## src/rtl/csr_regfile.sv

```systemverilog
// Machine-mode CSR storage: read mux, write commit, trap/mret state,
// 64-bit cycle/instret counters and registered interrupt-pending detection.
module csr_regfile #(
    parameter logic [31:0] HART_ID     = 32'd0,
    parameter logic [31:0] MTVEC_RESET = 32'h0000_0000,
    parameter int unsigned MAX_BIT_POS = 31
) (
    input  logic                 clk,
    input  logic                 rst,
    input  logic [11:0]          csr_raddr,
    output logic [MAX_BIT_POS:0] csr_rdata,
    input  logic                 csr_out_en,
    input  logic [11:0]          csrw_addr,
    input  logic [MAX_BIT_POS:0] csrw_data,
    input  logic                 inst_retire,
    input  logic                 trap_en,
    input  logic [31:0]          trap_cause,
    input  logic [31:0]          trap_pc,
    input  logic [31:0]          trap_val,
    input  logic                 mret_en,
    input  logic                 ext_irq,
    input  logic                 timer_irq,
    input  logic                 sw_irq,
    output logic [31:0]          trap_vector,
    output logic [31:0]          mepc_out,
    output logic                 irq_pending,
    output logic                 illegal_csr
);

    localparam logic [11:0] A_MSTATUS   = 12'h300;
    localparam logic [11:0] A_MISA      = 12'h301;
    localparam logic [11:0] A_MIE       = 12'h304;
    localparam logic [11:0] A_MTVEC     = 12'h305;
    localparam logic [11:0] A_MSCRATCH  = 12'h340;
    localparam logic [11:0] A_MEPC      = 12'h341;
    localparam logic [11:0] A_MCAUSE    = 12'h342;
    localparam logic [11:0] A_MTVAL     = 12'h343;
    localparam logic [11:0] A_MIP       = 12'h344;
    localparam logic [11:0] A_MCYCLE    = 12'hB00;
    localparam logic [11:0] A_MINSTRET  = 12'hB02;
    localparam logic [11:0] A_MCYCLEH   = 12'hB80;
    localparam logic [11:0] A_MINSTRETH = 12'hB82;
    localparam logic [11:0] A_CYCLE     = 12'hC00;
    localparam logic [11:0] A_INSTRET   = 12'hC02;
    localparam logic [11:0] A_CYCLEH    = 12'hC80;
    localparam logic [11:0] A_INSTRETH  = 12'hC82;
    localparam logic [11:0] A_MVENDORID = 12'hF11;
    localparam logic [11:0] A_MARCHID   = 12'hF12;
    localparam logic [11:0] A_MIMPID    = 12'hF13;
    localparam logic [11:0] A_MHARTID   = 12'hF14;

    localparam logic [31:0] MISA_VALUE  = 32'h4000_0100;

    logic        mstatus_mie_q;
    logic        mstatus_mpie_q;
    logic [2:0]  mie_q;          // {MEIE, MTIE, MSIE}
    logic [2:0]  mip_q;          // {MEIP, MTIP, MSIP}
    logic [31:0] mtvec_q;
    logic [31:0] mscratch_q;
    logic [31:0] mepc_q;
    logic [31:0] mcause_q;
    logic [31:0] mtval_q;
    logic [63:0] mcycle_q;
    logic [63:0] minstret_q;

    logic [31:0] mstatus_val;
    logic [31:0] mie_val;
    logic [31:0] mip_val;
    logic [31:0] rdata;
    logic        rd_valid;
    logic        wr_writable;
    logic        csr_we;
    logic [31:0] tvec_base;

    assign mstatus_val = {19'b0, 2'b11, 3'b0, mstatus_mpie_q, 3'b0, mstatus_mie_q, 3'b0};
    assign mie_val     = {20'b0, mie_q[2], 3'b0, mie_q[1], 3'b0, mie_q[0], 3'b0};
    assign mip_val     = {20'b0, mip_q[2], 3'b0, mip_q[1], 3'b0, mip_q[0], 3'b0};

    always_comb begin
        rdata    = '0;
        rd_valid = 1'b1;
        case (csr_raddr)
            A_MSTATUS:                        rdata = mstatus_val;
            A_MISA:                           rdata = MISA_VALUE;
            A_MIE:                            rdata = mie_val;
            A_MTVEC:                          rdata = mtvec_q;
            A_MSCRATCH:                       rdata = mscratch_q;
            A_MEPC:                           rdata = mepc_q;
            A_MCAUSE:                         rdata = mcause_q;
            A_MTVAL:                          rdata = mtval_q;
            A_MIP:                            rdata = mip_val;
            A_MCYCLE, A_CYCLE:                rdata = mcycle_q[31:0];
            A_MCYCLEH, A_CYCLEH:              rdata = mcycle_q[63:32];
            A_MINSTRET, A_INSTRET:            rdata = minstret_q[31:0];
            A_MINSTRETH, A_INSTRETH:          rdata = minstret_q[63:32];
            A_MVENDORID, A_MARCHID, A_MIMPID: rdata = '0;
            A_MHARTID:                        rdata = HART_ID;
            default:                          rd_valid = 1'b0;
        endcase
    end

    always_comb begin
        wr_writable = 1'b0;
        case (csrw_addr)
            A_MSTATUS, A_MIE, A_MTVEC, A_MSCRATCH, A_MEPC, A_MCAUSE, A_MTVAL,
            A_MCYCLE, A_MCYCLEH, A_MINSTRET, A_MINSTRETH: wr_writable = 1'b1;
            default:                                       wr_writable = 1'b0;
        endcase
    end

    // Trap and mret outrank the CSR write, which is then dropped entirely.
    assign csr_we      = csr_out_en && !trap_en && !mret_en && wr_writable;
    assign csr_rdata   = rdata;
    assign illegal_csr = !rd_valid || (csr_out_en && !wr_writable);
    assign mepc_out    = mepc_q;
    assign irq_pending = mstatus_mie_q && |(mie_q & mip_q);

    assign tvec_base   = {mtvec_q[31:2], 2'b00};
    assign trap_vector = (mtvec_q[0] && trap_cause[31])
                       ? tvec_base + {25'b0, trap_cause[4:0], 2'b00}
                       : tvec_base;

    always_ff @(posedge clk) begin
        if (!rst) begin
            mstatus_mie_q  <= 1'b0;
            mstatus_mpie_q <= 1'b0;
            mie_q          <= '0;
            mip_q          <= '0;
            mtvec_q        <= MTVEC_RESET & ~32'h2;
            mscratch_q     <= '0;
            mepc_q         <= '0;
            mcause_q       <= '0;
            mtval_q        <= '0;
        end else begin
            mip_q <= {ext_irq, timer_irq, sw_irq};
            if (trap_en) begin
                mepc_q         <= trap_pc & ~32'h1;
                mcause_q       <= trap_cause;
                mtval_q        <= trap_val;
                mstatus_mpie_q <= mstatus_mie_q;
                mstatus_mie_q  <= 1'b0;
            end else if (mret_en) begin
                mstatus_mie_q  <= mstatus_mpie_q;
                mstatus_mpie_q <= 1'b1;
            end else if (csr_we) begin
                case (csrw_addr)
                    A_MSTATUS: begin
                        mstatus_mie_q  <= csrw_data[3];
                        mstatus_mpie_q <= csrw_data[7];
                    end
                    A_MIE:      mie_q      <= {csrw_data[11], csrw_data[7], csrw_data[3]};
                    A_MTVEC:    mtvec_q    <= csrw_data & ~32'h2;
                    A_MSCRATCH: mscratch_q <= csrw_data;
                    A_MEPC:     mepc_q     <= csrw_data & ~32'h1;
                    A_MCAUSE:   mcause_q   <= csrw_data;
                    A_MTVAL:    mtval_q    <= csrw_data;
                    default: ;
                endcase
            end
        end
    end

    // A write to either counter half suppresses that cycle's increment for the whole counter.
    always_ff @(posedge clk) begin
        if (!rst) begin
            mcycle_q   <= '0;
            minstret_q <= '0;
        end else begin
            if (csr_we && csrw_addr == A_MCYCLE) begin
                mcycle_q[31:0] <= csrw_data;
            end else if (csr_we && csrw_addr == A_MCYCLEH) begin
                mcycle_q[63:32] <= csrw_data;
            end else begin
                mcycle_q <= mcycle_q + 64'd1;
            end

            if (csr_we && csrw_addr == A_MINSTRET) begin
                minstret_q[31:0] <= csrw_data;
            end else if (csr_we && csrw_addr == A_MINSTRETH) begin
                minstret_q[63:32] <= csrw_data;
            end else if (inst_retire) begin
                minstret_q <= minstret_q + 64'd1;
            end
        end
    end

endmodule

```

## config.mk

```make
export PLATFORM = sky130hd
export DESIGN_NAME = csr_regfile
export DESIGN_NICKNAME = d
export VERILOG_FILES = /design/src/rtl/csr_regfile.sv
export SDC_FILE = /design/constraint.sdc
export NUM_CORES = 1
export LEC_CHECK = 0
export ABC_CLOCK_PERIOD_IN_PS = 3200
export CAP_MARGIN = 40
export CORE_ASPECT_RATIO = 1.2
export CORE_UTILIZATION = 30
export DETAILED_ROUTE_END_ITERATION = 12
export PLACE_DENSITY = 0.54
export SYNTH_ARGS = -nofsm -noshare
export SYNTH_HDL_FRONTEND = slang
export SYNTH_SLANG_ARGS = --single-unit
```

## constraint.sdc

```tcl
create_clock -name clk -period 3.2 [get_ports clk]
set_input_delay 0.48 -clock clk [delete_from_list [all_inputs] [get_ports clk]]
set_output_delay 0.48 -clock clk [all_outputs]
set_load 0.005 [all_outputs]
```

# ---- Word-level counts from Yosys, hierarchy flattened
# Cells that the tools add are included.
dict set report word_totals {
  inputBits 161
  regBits 294
  output_inout_bits 98
}
dict set report classes {
  bitwise 5
  muxes 30
  eq_ne 35
  n_reduce_logical 43
  add_sub_neg 3
}
# cell n
set ops {}
lappend ops {{32-bit 2-to-1 mux} 19}
lappend ops {{32-bit case mux with 13 select lines} 1}
lappend ops {{12-bit by 10-bit == test with 1-bit output, second input constant} 16}
lappend ops {{12-bit == test, second input constant} 16}
lappend ops {{64-bit by 1-bit adder with 64-bit output, second input constant} 2}
lappend ops {{64-bit 2-to-1 mux} 1}
lappend ops {{32-bit by 7-bit adder with 32-bit output} 1}
lappend ops {{21-bit OR reduction} 1}
lappend ops {{2-bit nonzero test} 8}
lappend ops {{4-bit AND reduction} 3}
lappend ops {{11-bit OR reduction} 1}
lappend ops {{1-bit logical AND} 10}
lappend ops {{2-bit OR reduction} 5}
lappend ops {{1-bit 2-to-1 mux} 9}
lappend ops {{3-bit AND reduction} 3}
lappend ops {{2-bit AND reduction} 4}
lappend ops {{2-bit inequality test, second input constant} 3}
lappend ops {{3-bit nonzero test} 2}
lappend ops {{1-bit zero test} 4}
lappend ops {{1-bit NOT} 4}
lappend ops {{3-bit AND} 1}
lappend ops {{3-bit OR reduction} 1}
lappend ops {{1-bit logical OR} 1}

# ---- Logic depth before layout (Yosys ltp)
# Gate-level depths: netlist (run 1).
dict set report logic_depth {
  word_depth 7
  depth_mapped 9
}

# ---- Worst setup path after synthesis (run 1)
# OpenSTA, ideal clock, no wires.
dict set report synth_timing {
  path_type {input-to-output}
  start {input csr_raddr[7]}
  end {output csr_rdata[13]}
  path_stages 8
  arrival_ns 2.133
  n_path_buf 2
  setup_slack_ns 0.587
  path_cell_list {buf_2 > and4bb_1 > nand2_2 > or4b_1 > nor3_2 > buf_2 > a22oi_1 > nand3_1}
}
dict set report synth_via {
  elab_chain_len 3
}
# item line_no
set synth_lines {}
lappend synth_lines {{start, declared} 10} ;# input logic [11:0] csr_raddr,
lappend synth_lines {{12-bit == test} 82} ;# case (csr_raddr)
lappend synth_lines {{2-bit OR reduction} --}
lappend synth_lines {{32-bit case mux with 13 select lines (*)} 82}
lappend synth_lines {{end, declared} 11} ;# output logic [MAX_BIT_POS:0] csr_rdata,
# Every way passes the cells marked *; elsewhere a longest branch is shown, timed or not.

# ---- Worst setup path after layout (run 1)
dict set report layout_timing {
  start {input csr_raddr[9]}
  end {output csr_rdata[16]}
}
# The elaborated chain is that of the path after synthesis.

==> results.py, run 1 <==
metrics = {
    "power_and_ir_drop": {
        "ir_worst_vdd_uv": 317,
        "powerDensity_nw_per_um2": 371,
        "p_leak_nw": 9.47,
    },
    "die": {
        "start_util_pct": 30.5,
        "core_area_um2": 58700,
        "rows": 97,
        "die_x_um": 225,
        "fp.dieH_um": 270,
        "dieArea_um2": 60800,
        "io_pins": 259,
    },
    "grt": {
        "grt_max_degree": 91,
        "grt_pass1_wl_mm": 140,
        "grt_pass1_vias": 20277,
        "antenna_found_initial": 8,
        "grt_usage_pct": 31.1,
        "overflow": 0,
    },
    "logic_synthesis": {
        "synth.distinct_cells": 93,
        "synth_warnings": 0,
        "synth_top_area_share_pct": 32.8,
        "ys_seq_area_share_pct": 32.8,
        "yosys_most_used_dff": "dfxtp_1",
        "synthArstFlopShare_pct": 0,
        "synth_seq_cells": 294,
        "synthCells": 2284,
        "syn_area_um2": 17900,
        "synth_area_leaders": "dfxtp_1 (33%), mux2i_1 (6.3%), a21oi_1 (6.0%), nand2_1 (5.5%), a22oi_1 (4.1%)",
        "syn_avg_cell_area_um2": 7.85,
        "synth_edf_count": 0,
        "synth_top_cell_by_area": "dfxtp_1",
    },
    "outcome": {
        "violations": "negative setup slack",
        "status": "complete, but fails checks",
    },
    "finish": {
        "drive_above_1_share_pct": 19.3,
        "stdcell_count": 3486,
        "layout_common_cells": "dfxtp_1 (290), nand2_1 (262), buf_4 (236)",
        "fillCellCount": 5979,
        "syn_to_final_growth_pct": 39.5,
        "final_common_cell": "dfxtp_1",
        "final_nets": 2836,
        "postLayoutCellArea_um2": 25000,
    },
    "routing": {
        "ant_nets": 0,
        "postRouteWirelength_mm": 97.3,
        "drt-wirelength-per-cell_um": 27.9,
        "drt-pass1-iter-count": 6,
        "drc_errors": 0,
        "vias_per_cell": 6.09,
        "drt-met1-wl_mm": 38.0,
        "wl_met2_mm": 45.0,
        "dr_wl_met3_mm": 8.55,
        "drt_iter0_drc": 2390,
        "top_layer_used": "met4",
        "vias": 21215,
    },
    "critical_path": {
        "startpoint_type": "primary input",
        "reg2reg_from": "mcycle_q[0]",
        "critPathRequiredTime_ns": 2.72,
        "setup.worst_path.start": "csr_raddr[9]",
        "crit_fanout": 15,
        "critPathKind": "in -> out",
        "end_kind": "output port",
        "crit_chain": "dlygate4sd2_1, buf_4, and3b_1, o211ai_4, buf_6, nor3_4, buf_12, buf_12, a22oi_1, nand4_1, dlygate4sd2_1",
        "arrival_ns": 2.73,
        "critical_path.max_stage_delay_ns": 0.34,
        "cp_slowest_cell": "dlygate4sd2_1",
    },
    "sta": {
        "fin_worst_skew_ns": 0.0273,
        "post-route-period-util_pct": 100,
        "timing.hold.ws_ns": 0.337,
        "slew_headroom_pct": 36.4,
        "hold_viol": 0,
        "final.min_clock_period_ns": 3.21,
        "slew_viol_final": 0,
        "tns_ns": -0.00606,
        "fmax_ghz": 0.312,
        "worst_pin_slew_ns": 0.951,
        "fin_ws_ns": -0.00606,
        "final-setup-viol-count": 1,
        "rsz0062_at_grt": "yes",
    },
    "clock_tree": {
        "cts_hold_buf": 0,
        "cts_buffer_depth": 3,
        "cts_made_buffers": 36,
        "path_clk_slew_ns": 0.06,
        "clkSinkCount": 294,
        "cts_tree": "built",
        "cts_max_level": 2,
        "cts_root_buffer": "clkbuf_16",
        "clk_latency_ns": 0.58,
    },
    "place": {
        "post_dp_cell_area_um2": 23200,
        "placedCellCount": 3390,
        "io_buffer_count": 254,
        "dpl.hpwl_mm": 72.3,
        "gp_congestion": 1.02,
    },
    "job": {
        "maxCapViolations": 0,
    },
    "hold_path": {
        "hold_start": "trap_cause[3]",
        "worstHoldPathType": "in -> reg",
    },
}
cells in the mapped netlist, types with 10 or more instances:
master / count
dfxtp_1: 294
nand2_1: 264
a21oi_1: 216
clkbuf_1: 155
nor2_1: 136
o21ai_0: 128
mux2i_1: 113
nand3_1: 104
a22oi_1: 98
nand4_1: 70
a211oi_1: 49
nor3_1: 49
buf_2: 44
and3_1: 38
mux2_2: 36
xor2_1: 33
o22ai_1: 32
a31oi_1: 31
a222oi_1: 26
a22o_1: 26
xnor2_1: 23
o21ai_1: 20
inv_1: 18
and2_1: 17
nor4_1: 17
and4_1: 16
a221oi_1: 15
or4_1: 14
buf_4: 10
nor3_2: 10
nor3b_1: 10
or3_1: 10
layout make-up:
cell class	instances	area (um^2)	share of cell area [%]
antenna	4	10.0	0.0400
multi-input combinational	1757	11400	45.7
timing repair buffer	559	5410	21.6
clock buffer	50	1040	4.17
sequential	294	5890	23.6
inverter	19	81.3	0.325
tap	792	991	3.96
clock inverter	11	166	0.665
sequential cells by signal (all words and copies together) (netlist names):
signal	count
mscratch_q	32
mstatus_mpie_q	1
mtval_q	32
minstret_q	64
mip_q	3
mstatus_mie_q	1
mie_q	3
mcycle_q	64
mtvec_q	31
mepc_out	31
mcause_q	32
worst max-delay path: cells and delay by family:
family | cells | cell delay, ns
compound gates | 2 | 0.56
buf+inv | 6 | 1.24
simple gates | 3 | 0.45
final timing paths:
path	depth (start not counted)	slack [ns]	end
setup / recovery	11	-0.006	csr_rdata[16]
hold reg to reg	2	0.45	mscratch_q[21]
setup reg to reg	7	0.26	mcycle_q[60]
hold / removal	3	0.34	mcause_q[3]
where the power goes:
part	switching [mW]	internal [mW]
logic	0.596	0.477
clock network	1.82	2.53
registers	0.0975	3.76
kinds of logic (layout without fill, tap and decap cells):
logic type	after synthesis	count (layout)	share of synthesized area [%]
fa+ha+maj	8	8	0.600
compound gates	724	724	25.9
buf+inv	235	639	5.56
xor+xnor	56	56	2.73
simple gates	814	814	23.5
flops	294	294	32.8
mux	152	152	8.80
other cells	1	7	0.0209
what timing repair did:
item,4_1_cts,5_1_grt
pin swaps,47,26
gates resized for setup,177,43
gates cloned,1,0
endpoints found under the setup margin,58,49
setup buffers,24,9
routing by layer:
layer	vias to the layer above	track usage (%)
li1	9343	-
met1	10331	39.3
met4	0	15.8
met3	285	5.06
met2	1256	50.7
met5	-	0
per-stage QoR:
stage          utilization, %  setup WS [ns]  power [mW]
2_1_floorplan               -          0.587        4.30
3_3_place_gp             39.4         -0.617        4.94
3_5_place_dp             39.5         -0.685        4.96
4_1_cts                  42.2        -0.0682        9.28
5_1_grt                  42.6        -0.0254        9.53
6_report                 42.6       -0.00606        9.29
(Power assumes the default switching activity.)
==> inputs of run 2 (changes only) <==
--- a/config.mk
+++ b/config.mk
@@ -5,7 +5,7 @@
 export SDC_FILE = /design/constraint.sdc
 export NUM_CORES = 1
 export LEC_CHECK = 0
-export ABC_CLOCK_PERIOD_IN_PS = 3200
+export ABC_CLOCK_PERIOD_IN_PS = 4030
 export CAP_MARGIN = 40
 export CORE_ASPECT_RATIO = 1.2
 export CORE_UTILIZATION = 30
@@ -14,3 +14,4 @@
 export SYNTH_ARGS = -nofsm -noshare
 export SYNTH_HDL_FRONTEND = slang
 export SYNTH_SLANG_ARGS = --single-unit
+export TNS_END_PERCENT = 100
==> constraint.sdc (replaced) <==
create_clock -name clk -period 4.03 [get_ports clk]
set_input_delay 0.6045 -clock clk [delete_from_list [all_inputs] [get_ports clk]]
set_output_delay 0.6045 -clock clk [all_outputs]
set_load 0.005 [all_outputs]
==> results.py, run 2 (synthesis gave the netlist of run 1 again) <==
metrics = {
    "outcome": {
        "status": "complete, no violations",
    },
    "clock_tree": {
        "cts_hold_buf": 0,
        "clk_latency_ns": 0.55,
        "cts_made_buffers": 35,
        "cts_tree": "built",
        "cts_max_level": 2,
        "path_clk_slew_ns": 0.06,
        "clkSinkCount": 294,
        "cts_buffer_depth": 3,
        "cts_root_buffer": "clkbuf_16",
    },
    "routing": {
        "top_layer_used": "met5",
        "vias_per_cell": 6.09,
        "drt-met1-wl_mm": 35.6,
        "vias": 20141,
        "drc_errors": 0,
        "drt-wirelength-per-cell_um": 27.5,
        "drt_iter0_drc": 2370,
        "drt-pass1-iter-count": 6,
        "postRouteWirelength_mm": 91.1,
        "wl_met2_mm": 42.6,
        "dr_wl_met3_mm": 8.19,
        "ant_nets": 0,
    },
    "finish": {
        "syn_to_final_growth_pct": 28.2,
        "fillCellCount": 6056,
        "seq_area_um2": 5890,
        "multi_input_area_um2": 11100,
        "reg.largest.list": "mcycle_q: 64 flops, minstret_q: 64 flops",
        "postLayoutCellArea_um2": 23000,
        "drive_above_1_share_pct": 10.9,
        "final_nets": 2659,
        "final_common_cell": "dfxtp_1",
        "layout_common_cells": "dfxtp_1 (294), nand2_1 (264), clkdlybuf4s50_1 (249)",
    },
    "sta": {
        "fin_worst_skew_ns": 0.0115,
        "worst_pin_slew_ns": 0.945,
        "final.min_clock_period_ns": 3.95,
        "slew_headroom_pct": 36.8,
        "slew_viol_final": 0,
        "hold_viol": 0,
        "final-setup-viol-count": 0,
        "fmax_ghz": 0.253,
        "post-route-period-util_pct": 98.1,
        "tns_ns": 0,
        "fin_ws_ns": 0.0782,
    },
    "die": {
        "start_util_pct": 30.5,
        "dieArea_um2": 60800,
        "core_area_um2": 58700,
        "rows": 97,
        "io_pins": 259,
        "die_x_um": 225,
        "fp.dieH_um": 270,
    },
    "place": {
        "post_dp_cell_area_um2": 21800,
        "place_ws_ns": -0.0170,
        "gp_congestion": 0.971,
        "dpl.hpwl_mm": 66.3,
        "io_buffer_count": 254,
    },
    "critical_path": {
        "cp_slowest_cell": "a222oi_1",
        "end_kind": "output port",
        "crit_chain": "clkdlybuf4s50_1, and4bb_1, nand2_2, buf_4, nor4_1, buf_4, a222oi_1, nand3_1, clkdlybuf4s50_1",
        "crit_end": "csr_rdata[27]",
        "setup.worst_path.start": "csr_raddr[7]",
        "critical_path.max_stage_delay_ns": 0.69,
        "startpoint_type": "primary input",
        "r2r_end": "minstret_q[53]",
        "path_delay_family": "buffers and inverters",
        "path_depth": 9,
        "reg2reg_depth": 6,
        "critPathKind": "in -> out",
        "r2r_setup_slack_ns": 1.07,
        "critPathRequiredTime_ns": 3.43,
        "reg2reg_from": "minstret_q[27]",
        "arrival_ns": 3.35,
        "crit_fanout": 7,
        "critPathBufInv": 4,
    },
    "grt": {
        "grt_max_degree": 133,
        "grt_pass1_wl_mm": 131,
        "grt_usage_pct": 29.1,
        "grt_pass1_vias": 19115,
        "overflow": 0,
        "antenna_found_initial": 2,
    },
    "hold_path": {
        "hold_start": "mscratch_q[31]",
        "worstHoldPathType": "reg -> reg",
    },
    "power_and_ir_drop": {
        "powerDensity_nw_per_um2": 308,
        "ir_worst_vdd_uv": 329,
        "p_leak_nw": 8.11,
    },
    "job": {
        "maxCapViolations": 0,
    },
}
## run 2: stage by stage
step / power (mW) / instances / hold slack (ns) / util (%)
global route: 7.26 / 3305 / 0.477 / 39.1
detailed placement: 3.88 / 3245 / 0.444 / 37.2
CTS: 7.10 / 3305 / 0.452 / 39.1
finish: 7.08 / 3306 / 0.452 / 39.1
floorplan: 3.41 / 2286 / 0.429 / -
global placement: 3.86 / 3240 / 0.438 / 37.0
## run 2: layout make-up
| type | instances | area share (%) |
|---|---|---|
| Tap cell | 792 | 4.31 |
| Inverter | 19 | 0.354 |
| Sequential cell | 294 | 25.6 |
| Timing Repair Buffer | 383 | 16.4 |
| Clock inverter | 9 | 0.370 |
| Clock buffer | 51 | 4.55 |
| Antenna cell | 1 | 0.0109 |
| Multi-Input combinational cell | 1757 | 48.4 |
## run 2: layer usage
metal | up-vias | track usage (%)
met5 | - | 0
met4 | 4 | 13.3
met3 | 258 | 5.00
met2 | 1177 | 48.3
met1 | 9717 | 36.4
li1 | 8985 | -
## run 2: tightest hold or removal path, cell delays in order, from the launching register on
cell and delay (ns):
dfxtp_1 0.31, nand2_1 0.05, a21oi_1 0.05
## run 2: worst min-delay path by stage
stage	endpoint	slack (ns)	depth (start not counted)
after floorplan	mscratch_q[12]	0.43	2
after global placement	mscratch_q[31]	0.44	2
after detailed placement	mscratch_q[27]	0.44	2
after CTS	mscratch_q[31]	0.45	2
after global routing	mscratch_q[28]	0.48	2
final	mscratch_q[31]	0.45	2
## run 2: timing repair
item / 4_1_cts / 5_1_grt
buffers inserted: 0 / 0
pin swaps: 1 / 1
endpoints found under the setup margin: 5 / 12
resized for setup: 2 / 7
## run 2: power by group
group	internal (mW)	switching [mW]
clock network	1.87	1.38
registers	2.99	0.0778
logic	0.329	0.442
total	5.18	1.90
==> inputs of run 3 (changes only) <==
--- a/config.mk
+++ b/config.mk
@@ -5,12 +5,13 @@
 export SDC_FILE = /design/constraint.sdc
 export NUM_CORES = 1
 export LEC_CHECK = 0
+export ABC_AREA = 1
 export ABC_CLOCK_PERIOD_IN_PS = 4030
 export CAP_MARGIN = 40
 export CORE_ASPECT_RATIO = 1.2
 export CORE_UTILIZATION = 30
 export DETAILED_ROUTE_END_ITERATION = 12
-export PLACE_DENSITY = 0.54
+export PLACE_DENSITY = 0.53
 export SYNTH_ARGS = -nofsm -noshare
 export SYNTH_HDL_FRONTEND = slang
 export SYNTH_SLANG_ARGS = --single-unit
==> constraint.sdc (replaced) <==
create_clock -name clk -period 4.03 [get_ports clk]
set_input_delay 0.6045 -clock clk [delete_from_list [all_inputs] [get_ports clk]]
set_output_delay 0.6045 -clock clk [all_outputs]
set_load 0.1 [all_outputs]
==> results.py, run 3 <==
metrics = {
    "sta": {
        "post-route-period-util_pct": 95.5,
        "slew_viol_final": 0,
        "worst_pin_slew_ns": 0.880,
        "slew_headroom_pct": 41.1,
        "final-setup-viol-count": 0,
        "fmax_ghz": 0.260,
        "tns_ns": 0,
        "final.min_clock_period_ns": 3.85,
        "fin_worst_skew_ns": 0.0382,
        "hold_viol": 0,
        "rsz0062_at_grt": "no",
    },
    "critical_path": {
        "crit_chain": "clkdlybuf4s50_1, nand2_1, inv_1, nand2_1, o21ai_1, nand3_1, buf_4, o22ai_1, a211oi_1, o211ai_1, buf_12",
        "r2r_setup_slack_ns": 1.05,
        "path_delay_family": "compound AO/OA/AOI/OAI gates",
        "crit_top_cell": "nand2_1",
        "critical_path.max_stage_delay_ns": 0.50,
        "startpoint_type": "primary input",
        "crit_fanout": 9,
        "r2r_end": "mcycle_q[52]",
        "reg2reg_from": "mcycle_q[0]",
        "critPathRequiredTime_ns": 3.43,
        "critPathBufInv": 4,
        "setup.worst_path.start": "csr_raddr[11]",
        "reg2reg_depth": 11,
        "arrival_ns": 3.24,
        "path_depth": 11,
        "cp_slowest_cell": "a211oi_1",
        "crit_end": "csr_rdata[18]",
        "end_kind": "output port",
        "critPathKind": "in -> out",
    },
    "grt": {
        "met3_usage_pct": 4.44,
        "gr-usage-met1_pct": 40.2,
        "top_usage_layer": "met2",
        "met2_usage_pct": 53.0,
        "grt_usage_pct": 32.0,
        "grt_max_degree": 139,
        "grt_pass1_wl_mm": 162,
        "overflow": 0,
        "grt_pass1_vias": 23519,
        "antenna_found_initial": 9,
    },
    "die": {
        "die_x_um": 241,
        "core_area_um2": 67400,
        "io_pins": 259,
        "fp.dieH_um": 289,
        "rows": 104,
        "start_util_pct": 30.5,
        "dieArea_um2": 69600,
    },
    "routing": {
        "vias": 24953,
        "drc_errors": 0,
        "vias_per_cell": 5.36,
        "drt_iter0_drc": 2313,
        "drt-wirelength-per-cell_um": 24.3,
        "ant_nets": 0,
        "postRouteWirelength_mm": 113,
        "drt-pass1-iter-count": 6,
    },
    "logic_synthesis": {
        "synthXorXnorAreaFrac_pct": 4.35,
        "synth_common_cells": "nand2_1 (1037), nor2_1 (416), inv_1 (339), nand3_1 (334), dfxtp_1 (294)",
        "synth_warnings": 0,
        "synth_compound_area_share_pct": 13.3,
        "yosys_most_used_dff": "dfxtp_1",
        "synth_top_area_share_pct": 28.6,
        "synth-simple-area-share_pct": 42.7,
        "synthCells": 3467,
        "synth_mux_area_share_pct": 0,
        "syn_area_um2": 20600,
        "synth_top_cell_by_area": "dfxtp_1",
        "ys_seq_area_share_pct": 28.6,
        "synthArstFlopShare_pct": 0,
        "synth_top_family_by_area": "simple AND/OR/NAND/NOR gates",
        "synthAdderAreaFrac_pct": 0.524,
        "synth.distinct_cells": 49,
        "syn_avg_cell_area_um2": 5.93,
        "synth_seq_cells": 294,
        "yosys.cell_count.top_type": "nand2_1",
        "synth_area_leaders": "dfxtp_1 (29%), nand2_1 (19%), nand3_1 (8.1%), nor2_1 (7.6%), inv_1 (6.2%)",
        "synth_edf_count": 0,
    },
    "power_and_ir_drop": {
        "p_leak_nw": 11.3,
        "powerDensity_nw_per_um2": 298,
        "ir_worst_vdd_uv": 305,
    },
    "finish": {
        "drive_above_1_share_pct": 8.73,
        "layout_common_cells": "nand2_1 (1037), nor2_1 (416), inv_1 (338)",
        "final_nets": 3887,
        "syn_to_final_growth_pct": 31.3,
        "finish.utilization_pct": 40.0,
        "final_common_cell": "nand2_1",
        "reg.largest.list": "mcycle_q: 64 flops, minstret_q: 64 flops",
        "fillCellCount": 7527,
    },
    "hold_path": {
        "hold_start": "mcause_q[7]",
        "worstHoldPathType": "reg -> reg",
    },
    "clock_tree": {
        "cts_made_buffers": 38,
        "clk_latency_ns": 0.59,
        "cts_root_buffer": "clkbuf_16",
        "cts_tree": "built",
        "cts_max_level": 2,
        "post-cts-setup-buffer-count": 0,
        "clkSinkCount": 294,
        "path_clk_slew_ns": 0.06,
        "cts_buffer_depth": 3,
    },
    "place": {
        "io_buffer_count": 254,
        "gp_congestion": 1.02,
        "dpl.hpwl_mm": 89.0,
    },
    "job": {
        "maxCapViolations": 0,
    },
    "outcome": {
        "status": "complete, no violations",
    },
}
-- run 3: worst min path at each step --
| stage | endpoint | slack, ns | cells past startpoint |
|---|---|---|---|
| after floorplan | mcycle_q[17] | 0.46 | 2 |
| after global placement | mcycle_q[17] | 0.47 | 2 |
| after detailed placement | mtval_q[22] | 0.48 | 2 |
| after CTS | mcause_q[4] | 0.48 | 2 |
| after global routing | mcause_q[6] | 0.51 | 2 |
| final | mcause_q[7] | 0.48 | 2 |
-- run 3: what timing repair did --
item,in CTS,in global routing
gates resized for setup,0,3
endpoints found under the setup margin,0,2
hold buffers,0,0
-- run 3: cells by family after synthesis --
group / count (synthesis)
AO/OA/AOI/OAI: 480
other: 1
buffers and inverters: 531
flip-flops: 294
adder cells (fa/ha/maj): 8
AND/OR/NAND/NOR: 2051
XOR/XNOR: 102
-- run 3: worst register-to-register path: cells and delay by family, from the launching register on --
kind	cells	cell delay, ns
AOI/OAI and AO/OA	1	0.17
DFF	1	0.44
adders and majority gates	1	0.26
and+or+nand+nor	9	2.07
-- run 3: layout make-up --
class	count	area [um^2]	share of cell area (%)
diodes	8	20.0	0.0742
clock buffers	49	1100	4.09
clock inverters	19	273	1.01
inverters	351	1320	4.90
multi-input cells	2644	12500	46.5
flip-flops and latches	294	5890	21.8
well taps	901	1130	4.18
repair buffers	389	4710	17.5
-- run 3: routing by layer --
metal / up-vias / part of all wire, %
met2: 1093 / 47
li1: 11817 / -
met1: 11798 / 41
met5: - / 0.0089
met3: 243 / 6.7
met4: 2 / 5.5
-- run 3: power by group --
part / leakage (nW) / switching [mW] / internal (mW)
logic: 8.25 / 0.685 / 0.399
clock network: 0.681 / 1.53 / 2.33
registers: 2.39 / 0.0905 / 3.00
total: 11.3 / 2.31 / 5.72
-- run 3: through the flow --
stage | setup WS [ns] | area [um^2] | power (mW) | hold WS [ns] | std cells
final | 0.182 | 27000 | 8.03 | 0.483 | 4655
after global routing | 0.00693 | 27000 | 8.24 | 0.505 | 4651
after CTS | 0.110 | 26900 | 8.05 | 0.484 | 4647
after detailed placement | 0.114 | 25600 | 4.22 | 0.475 | 4579
after global placement | 0.0968 | 24800 | 4.12 | 0.470 | 4547
after floorplan | 0.0966 | 20600 | 3.66 | 0.458 | 3469
